File: src/rtl/cla_rr_sched_pkg.sv
// Shared types and defaults for the round-robin adder scheduler.
package cla_rr_sched_pkg;

  localparam int unsigned DEF_WIDTH = 32;
  localparam int unsigned DEF_LAT   = 1;
  localparam int unsigned CNT_W     = 2;

  typedef enum logic [1:0] {
    IDLE = 2'b00,
    RUN  = 2'b01,
    DONE = 2'b10
  } state_t;

endpackage

File: src/rtl/cla_rr_sched_rr_arb2.sv
// Two-way round-robin pick; ptr selects the winner only when both request.
module rr_arb2 (
  input  logic       req0,
  input  logic       req1,
  input  logic       ptr,
  output logic [1:0] gnt_vec,
  output logic       win_id
);

  always_comb begin
    gnt_vec = 2'b00;
    win_id  = 1'b0;
    if (req0 && req1) begin
      win_id = ptr;
    end else begin
      win_id = req1;
    end
    if (req0 || req1) begin
      gnt_vec = win_id ? 2'b10 : 2'b01;
    end
  end

endmodule

File: src/rtl/cla_rr_sched.sv
// Shares one external clocked adder between two requesters, round-robin,
// one operation per LAT+2 cycles with a tagged done pulse per result.
module cla_rr_sched
  import cla_rr_sched_pkg::*;
#(
  parameter int unsigned WIDTH = DEF_WIDTH,
  parameter int unsigned LAT   = DEF_LAT
) (
  input  logic             clk,
  input  logic             reset_n,
  input  logic             req0,
  input  logic [WIDTH-1:0] a0,
  input  logic [WIDTH-1:0] b0,
  input  logic             ci0,
  input  logic             req1,
  input  logic [WIDTH-1:0] a1,
  input  logic [WIDTH-1:0] b1,
  input  logic             ci1,
  output logic             gnt0,
  output logic             gnt1,
  output logic [WIDTH-1:0] add_a,
  output logic [WIDTH-1:0] add_b,
  output logic             add_ci,
  input  logic [WIDTH-1:0] add_s,
  input  logic             add_co,
  output logic [WIDTH-1:0] s_out,
  output logic             co_out,
  output logic             done,
  output logic             done_id,
  output logic             busy
);

  state_t           state, state_d;
  logic             ptr, ptr_d;
  logic [CNT_W-1:0] cnt, cnt_d;
  logic             id, id_d;
  logic             gnt0_d, gnt1_d;
  logic [WIDTH-1:0] add_a_d, add_b_d, s_out_d;
  logic             add_ci_d, co_out_d, done_d, done_id_d, busy_d;
  logic [1:0]       gnt_vec;
  logic             win_id;

  rr_arb2 u_arb (
    .req0    (req0),
    .req1    (req1),
    .ptr     (ptr),
    .gnt_vec (gnt_vec),
    .win_id  (win_id)
  );

  // Next-state and next-output decode; every output is registered below.
  always_comb begin
    state_d   = state;
    ptr_d     = ptr;
    cnt_d     = cnt;
    id_d      = id;
    gnt0_d    = 1'b0;
    gnt1_d    = 1'b0;
    add_a_d   = add_a;
    add_b_d   = add_b;
    add_ci_d  = add_ci;
    s_out_d   = s_out;
    co_out_d  = co_out;
    done_id_d = done_id;
    done_d    = 1'b0;
    case (state)
      IDLE: begin
        if (gnt_vec != 2'b00) begin
          gnt0_d   = gnt_vec[0];
          gnt1_d   = gnt_vec[1];
          add_a_d  = win_id ? a1  : a0;
          add_b_d  = win_id ? b1  : b0;
          add_ci_d = win_id ? ci1 : ci0;
          id_d     = win_id;
          cnt_d    = CNT_W'(LAT - 1);
          state_d  = RUN;
        end
      end
      RUN: begin
        if (cnt == '0) begin
          s_out_d   = add_s;
          co_out_d  = add_co;
          done_id_d = id;
          state_d   = DONE;
        end else begin
          cnt_d = cnt - CNT_W'(1);
        end
      end
      DONE: begin
        done_d  = 1'b1;
        ptr_d   = ~id;
        state_d = IDLE;
      end
      default: state_d = IDLE;
    endcase
    busy_d = (state_d != IDLE);
  end

  always_ff @(posedge clk or negedge reset_n) begin
    if (!reset_n) begin
      state <= IDLE;
    end else begin
      state <= state_d;
    end
  end

  always_ff @(posedge clk or negedge reset_n) begin
    if (!reset_n) begin
      ptr     <= 1'b0;
      cnt     <= '0;
      id      <= 1'b0;
      gnt0    <= 1'b0;
      gnt1    <= 1'b0;
      add_a   <= '0;
      add_b   <= '0;
      add_ci  <= 1'b0;
      s_out   <= '0;
      co_out  <= 1'b0;
      done    <= 1'b0;
      done_id <= 1'b0;
      busy    <= 1'b0;
    end else begin
      ptr     <= ptr_d;
      cnt     <= cnt_d;
      id      <= id_d;
      gnt0    <= gnt0_d;
      gnt1    <= gnt1_d;
      add_a   <= add_a_d;
      add_b   <= add_b_d;
      add_ci  <= add_ci_d;
      s_out   <= s_out_d;
      co_out  <= co_out_d;
      done    <= done_d;
      done_id <= done_id_d;
      busy    <= busy_d;
    end
  end

endmodule

File: config.mk
export PLATFORM = sky130hd
export DESIGN_NAME = cla_rr_sched
export DESIGN_NICKNAME = d
export VERILOG_FILES = /design/src/rtl/cla_rr_sched_pkg.sv /design/src/rtl/cla_rr_sched_rr_arb2.sv /design/src/rtl/cla_rr_sched.sv
export SDC_FILE = /design/constraint.sdc
export NUM_CORES = 1
export LEC_CHECK = 0
export ABC_CLOCK_PERIOD_IN_PS = 2420
export CAP_MARGIN = 10
export CORE_MARGIN = 2
export CORE_UTILIZATION = 43
export CTS_BUF_LIST = sky130_fd_sc_hd__clkbuf_16
export DETAILED_ROUTE_END_ITERATION = 8
export PLACE_DENSITY = 0.84
export SLEW_MARGIN = 5
export SYNTH_ARGS = -nofsm -noshare
export SYNTH_HDL_FRONTEND = slang
export SYNTH_HIERARCHICAL = 1
export SYNTH_SLANG_ARGS = --single-unit
File: constraint.sdc
create_clock -name clk -period 2.42 [get_ports clk]
set_input_delay 0.242 -clock clk [delete_from_list [all_inputs] [get_ports clk]]
set_output_delay 0.242 -clock clk [all_outputs]
set_load 0.005 [all_outputs]
==> results of run 1 <==
==> layout make-up <==
class,count,area [sq um]
inverters,6,22.5
well taps,143,179
flip-flops and latches,109,2730
clock buffers,9,225
multi-input cells,185,2170
repair buffers,275,2790
clock inverters,7,33.8
fillers,811,3320
==> routing by layer <==
metal | track usage [%] | wire length, um | vias to the layer above
li1 | - | - | 1669
met1 | 23.2 | 4860 | 1761
met2 | 37.4 | 6780 | 166
met3 | 5.99 | 1030 | 22
met4 | 7.07 | 284 | 0
met5 | 0 | 0 | -
==> worst max path at each step <==
stage,slack [ns],from,to
5_1_grt,0.44,cnt[0],s_out[15]
6_report,0.58,cnt[0],s_out[21]
3_5_place_dp,0.30,req0,add_b[8]
2_1_floorplan,0.79,ptr,add_a[19]
4_1_cts,0.57,cnt[0],s_out[21]
3_3_place_gp,0.39,req0,add_b[9]
==> logic make-up after synthesis <==
logic type	share of synthesized area, %
AOI/OAI and AO/OA	1.21
buffers and inverters	3.51
DFF	53.9
muxes	39.9
adders and majority gates	0.247
and+or+nand+nor	1.26
==> report_power, final <==
part | switching [W] | internal, W
clock | 0.000619 | 0.000682
sequential | 0.000528 | 0.00276
combinational | 0.00146 | 0.00321
total | 0.00260 | 0.00666
==> metrics by stage <==
step	worst slack (ns)	util [%]	total power [W]
2_1_floorplan	0.791	-	0.00557
3_3_place_gp	0.392	68.7	0.00784
3_5_place_dp	0.305	68.7	0.00804
4_1_cts	0.571	71.1	0.00938
5_1_grt	0.442	71.1	0.00978
6_report	0.578	71.1	0.00926
==> flip-flops by register name, summed over array words and instances (netlist names) <==
| signal | flops |
|---|---|
| s_out | 32 |
| ptr | 1 |
| state | 2 |
| add_a | 32 |
| cnt | 2 |
| done | 1 |
| add_b | 32 |
| co_out | 1 |
| gnt0 | 1 |
| add_ci | 1 |
| busy | 1 |
| gnt1 | 1 |
| done_id | 1 |
| id | 1 |
==> cell usage after synthesis (all sizes together) <==
| cell type | count | area (sq um) |
|---|---|---|
| mux2 | 165 | 2010 |
| dfrtp | 109 | 2730 |
| buf | 17 | 155 |
| inv | 6 | 22.5 |
| a21boi | 3 | 22.5 |
| nor3 | 3 | 15.0 |
| a21oi | 2 | 10.0 |
| and2 | 2 | 12.5 |
| nor2 | 2 | 10.0 |
| o22ai | 2 | 12.5 |
| a211oi | 1 | 7.51 |
| ha | 1 | 12.5 |
| mux2i | 1 | 10.0 |
| nand3b | 1 | 20.0 |
| nor2b | 1 | 6.26 |
| o21ai | 1 | 8.76 |
==> what timing repair did <==
action	CTS	global route
buffers inserted	0	0
hold buffers	1	0
endpoints found under the hold margin	49	0
==> results.txt, run 1 <==
DRC = 0
warning count from the yosys run = 6
die height = 112 um
sequential share of the synthesized area = 53.9%
Total GRT Usage = 20.6%
initial DRC count = 133
Hold Slack = 0.478 ns
DP Area = 7880 sq um
crit start category = flip-flop
routed via count = 3618
R2R cell count = 4
IO Port Bufs = 269
slowest stage cell, crit path = mux2_1
maxcap violations = 0
Final nets = 754
CTS tree = yes
Setup Viol. Count Final = 0
outcome = completed
core area = 11500 sq um
Starting Density = 44.1%
gpl congestion = 0.783
Top-Level Pins = 270
R2R Path Start = cnt[0]
post-synthesis cell type count = 23
DP HPWL = 10000 um
area grow syn2layout = 61.0%
commonest non-fill, non-tap cells in the layout = clkdlybuf4s50_1, mux2_2, dfrtp_1, mux2_4, clkbuf_16
worst-path fanout max = 35
crit-path cells = inv_1 > ha_1 > nand3b_4 > mux2_1
Routed Antenna Nets = 0
Cell Rows = 39
Post-Route Setup TNS = 0 ns
DR pass1 iterations = 4
antenna cell count = 0
mean post-synth cell area = 16.0 sq um
Clock Sinks = 109
fin cells = 734
Slew @ Worst Pin = 0.717 ns
Hold Crit Class = flip-flop to flip-flop
Cell Area, Synth = 5060 sq um
root buffer cell = clkbuf_16
Hold EP = ptr
grt ovf = 0
first-pass GRT wire length = 20600 um
vias in the first global route = 3993
R2R setup slack = 0.58 ns
Clock Path Buffers = 2
f_max = 543 MHz
Final Skew = 0.00812 ns
# resized after CTS = 0
min-delay src = id
share of cells above drive strength 1 = 30.6%
Crit path max-delay family = multiplexers
LEAKAGE = 3.46 nW
Setup Crit Path Kind = flip-flop to flip-flop
Post-Synthesis Cells = 317
FF-to-FF End = s_out[21]
die area = 12700 sq um
clk_lat worst skew = 0.33 ns
crit path capture type = flip-flop
largest net degree at the start of global routing = 67
Pwr Density = 1140 nW/um^2
commonest non-fill, non-tap cell in the layout = clkdlybuf4s50_1
Die Width = 112 um
WL/cell = 17.7 um
Syn Nets = 485
minimum clock period = 1.84 ns
WP depth = 4
initial antenna violation count = 0
H-Tree Depth = 3
Max VDD drop = 0.628 mV
Vias/cell = 4.93
RSZ-0062 raised after global routing = no
slew margin rel. = 52.2%
Worst Path Buf+Inv = 1
final hold violation count = 0
Worst path max stage delay = 0.48 ns
period utilization = 76.1%
WL final = 13000 um
Max Slew Vio Count = 0
Worst EP required = 2.63 ns
Yosys reg bits = 109
CP Data Arrival Time = 2.06 ns
Clock Pin Slew Worst Setup and Hold Paths = 0.07 ns
hold depth = 1
Placed Cells = 717
design area = 8150 sq um
CTS buffer count = 9
No activity file was read; power rests on OpenSTA's default activity.
==> inputs of run 2 (changes only) <==
--- a/config.mk
+++ b/config.mk
@@ -5,13 +5,13 @@
 export SDC_FILE = /design/constraint.sdc
 export NUM_CORES = 1
 export LEC_CHECK = 0
-export ABC_CLOCK_PERIOD_IN_PS = 2420
+export ABC_CLOCK_PERIOD_IN_PS = 1800
 export CAP_MARGIN = 10
 export CORE_MARGIN = 2
-export CORE_UTILIZATION = 43
+export CORE_UTILIZATION = 40
 export CTS_BUF_LIST = sky130_fd_sc_hd__clkbuf_16
 export DETAILED_ROUTE_END_ITERATION = 8
-export PLACE_DENSITY = 0.84
+export PLACE_DENSITY = 0.79
 export SLEW_MARGIN = 5
 export SYNTH_ARGS = -nofsm -noshare
 export SYNTH_HDL_FRONTEND = slang
==> constraint.sdc (replaced) <==
create_clock -name clk -period 1.8 [get_ports clk]
set_input_delay 0.18 -clock clk [delete_from_list [all_inputs] [get_ports clk]]
set_output_delay 0.18 -clock clk [all_outputs]
set_load 0.005 [all_outputs]
==> run 2 against run 1 <==
  * Power rose by 39%
  * Combinational power rose by 37%
  * Critical path depth rose by 1
  * Count of clock-buffer cells in the layout did not move
  * Worst hold slack got worse by 0.16 ns
  * Clock skew rose by 0.00099 ns
  * Cell area rose by 1.8%
  * Worst setup slack got worse by 0.51 ns
  * Largest power group unchanged
==> results.txt, run 2 (synthesis gave the netlist of run 1 again) <==
Hold Crit Class = input port to asynchronous set/reset pin
commonest non-fill, non-tap cell in the layout = clkdlybuf4s50_1
crit path capture type = flip-flop
area grow syn2layout = 64.0%
Hold Slack = 0.319 ns (-0.159 ns)
LEAKAGE = 3.51 nW (+1.5%)
Cell Rows = 41 (+5.1%)
routed via count = 3611 (-0.19%)
initial antenna violation count = 0 (unchanged)
grt ovf = 0 (unchanged)
Top-Level Pins = 270 (unchanged)
sw power = 0.00353 W (+36%)
share of cells above drive strength 1 = 31.5% (+0.92 points)
CTS buffer count = 9 (unchanged)
root buffer cell = clkbuf_16
Clock Path Buffers = 2 (unchanged)
internal power = 0.00932 W (+40%)
DP HPWL = 10100 um (+0.60%)
Worst EP required = 2.03 ns (-0.60 ns)
initial DRC count = 88 (-34%)
Vias/cell = 4.70 (-4.6%)
RSZ-0062 raised after global routing = no
Sw Ratio = 27.5% (-0.63 points)
Routed Antenna Nets = 0 (unchanged)
outcome = completed
maxcap violations = 0 (unchanged)
DRC = 0 (unchanged)
Clock Sinks = 109 (unchanged)
Worst path max stage delay = 0.38 ns (-0.10 ns)
Setup Crit Path Kind = flip-flop to flip-flop
gpl congestion = 0.759 (-3.1%)
commonest non-fill, non-tap cells in the layout = clkdlybuf4s50_1, mux2_2, dfrtp_1, mux2_4, clkbuf_16
f_max = 577 MHz (+6.2%)
core area = 12500 sq um (+8.7%)
Max VDD drop = 0.860 mV (+37%)
slew margin rel. = 69.7% (+18 points)
die height = 116 um (+3.6%)
crit-path cells = inv_1 > a21boi_4 > buf_12 > mux2_2 > mux2_4
Final nets = 759 (+0.66%)
Slew @ Worst Pin = 0.454 ns (-0.263 ns)
Largest regs = add_a (32), add_b (32), s_out (32)
H-Tree Depth = 3 (unchanged)
DR pass1 iterations = 4 (unchanged)
Die Width = 116 um (+3.6%)
final hold violation count = 0 (unchanged)
die area = 13600 sq um (+7.2%)
# fillers = 972 (+20%)
WL/cell = 17.1 um (-3.4%)
WL final = 13100 um (+1.1%)
largest net degree at the start of global routing = 46 (-31%)
minimum clock period = 1.73 ns (-0.107 ns)
Starting Density = 40.6% (-3.5 points)
clock share of power = 16.2% (+2.1 points)
worst-path fanout max = 45 (+29%)
clk_lat worst skew = 0.35 ns (+0.02 ns)
combinational group share of total power = 49.7% (-0.7 points)
vias in the first global route = 3762 (-5.8%)
Pwr Density = 1550 nW/um^2 (+36%)
first-pass GRT wire length = 19400 um (-5.8%)
Core Util, Final = 66.6% (-4.5 points)
IO Port Bufs = 269 (unchanged)
Clock Pin Slew Worst Setup and Hold Paths = 0.07 ns (about the same)
Total GRT Usage = 19.1% (-1.6 points)
CTS tree = yes
sequential share of power = 34.1% (-1.4 points)
antenna cell count = 0 (unchanged)
Post-CTS Setup Inserts = 0 (unchanged)
Setup Viol. Count Final = 0 (unchanged)
Max Slew Vio Count = 0 (unchanged)
total power = 0.0128 W (+39%)
slowest stage cell, crit path = mux2_2
CP Data Arrival Time = 1.97 ns (-0.09 ns)
crit start category = flip-flop
period utilization = 96.3% (+20 points)
Final Skew = 0.00911 ns (+0.000989 ns)
run 2: changes by cell type in the layout (fill, tap and decap cells not counted), sizes merged:
cell    before  now
buf          6   11
bufinv       0    2
clkinv       5    4
inv          7    6
run 2: final timing paths:
check | slack [ns] | cells after the start | to | startpoint
min in group clk | 0.42 | 2 | s_out[18] | add_s[18]
max in group asynchronous | 0.89 | 3 | add_a[22] | reset_n
worst max register to register | 0.07 | 5 | add_b[10] | ptr
worst max-delay path | 0.07 | 5 | add_b[10] | ptr
worst min-delay path | 0.32 | 2 | add_a[23] | reset_n
worst min register to register | 0.49 | 1 | ptr | id
run 2: power groups by stage:
stage          Sequential, W  Combinational [W]  Clock [W]
2_1_floorplan        0.00446            0.00303          0
3_3_place_gp         0.00437            0.00629          0
3_5_place_dp         0.00442            0.00643          0
4_1_cts              0.00439            0.00648    0.00214
5_1_grt              0.00454            0.00683    0.00225
6_report             0.00438            0.00639    0.00208
run 2: cell type report:
cell class	instances	area (sq um)	area share [%]
Timing Repair Buffer	280	2850	34.3
Sequential cell	109	2730	32.9
Multi-Input combinational cell	185	2170	26.2
Clock buffer	9	225	2.71
Tap cell	172	215	2.59
Clock inverter	7	90.1	1.09
Inverter	6	22.5	0.271
run 2: layer usage:
metal  GRT usage, %  share of wire (%)  up-vias  routed length, um
met4           8.57                2.3        0                299
li1               -                  -     1677                  -
met2           32.4                 51      167               6650
met1           21.4                 36     1746               4750
met5              0                  0        -                  0
met3           7.06                 11       21               1400
run 2: per-stage QoR:
step                      instances  TNS [ns]  setup WS (ns)  area [sq um]
after floorplan                 317         0          0.171          5060
after global placement          751     -8.84         -0.163          7970
after detailed placement        751    -10.41         -0.199          7970
after CTS                       768         0         0.0671          8290
after global routing            768         0        0.00689          8300
final                           768         0         0.0659          8300
run 2: timing repair:
action	in CTS	in global routing
hold endpoints to repair	31	0
hold buffers	1	0
gates resized for setup	0	2
setup endpoints to repair	0	15
run 2: critical path, delay by kind of cell (launching register included):
family | cells | cell delay (ns)
buffers and inverters | 2 | 0.35
AOI/OAI and AO/OA | 1 | 0.21
DFF | 1 | 0.37
muxes | 2 | 0.65
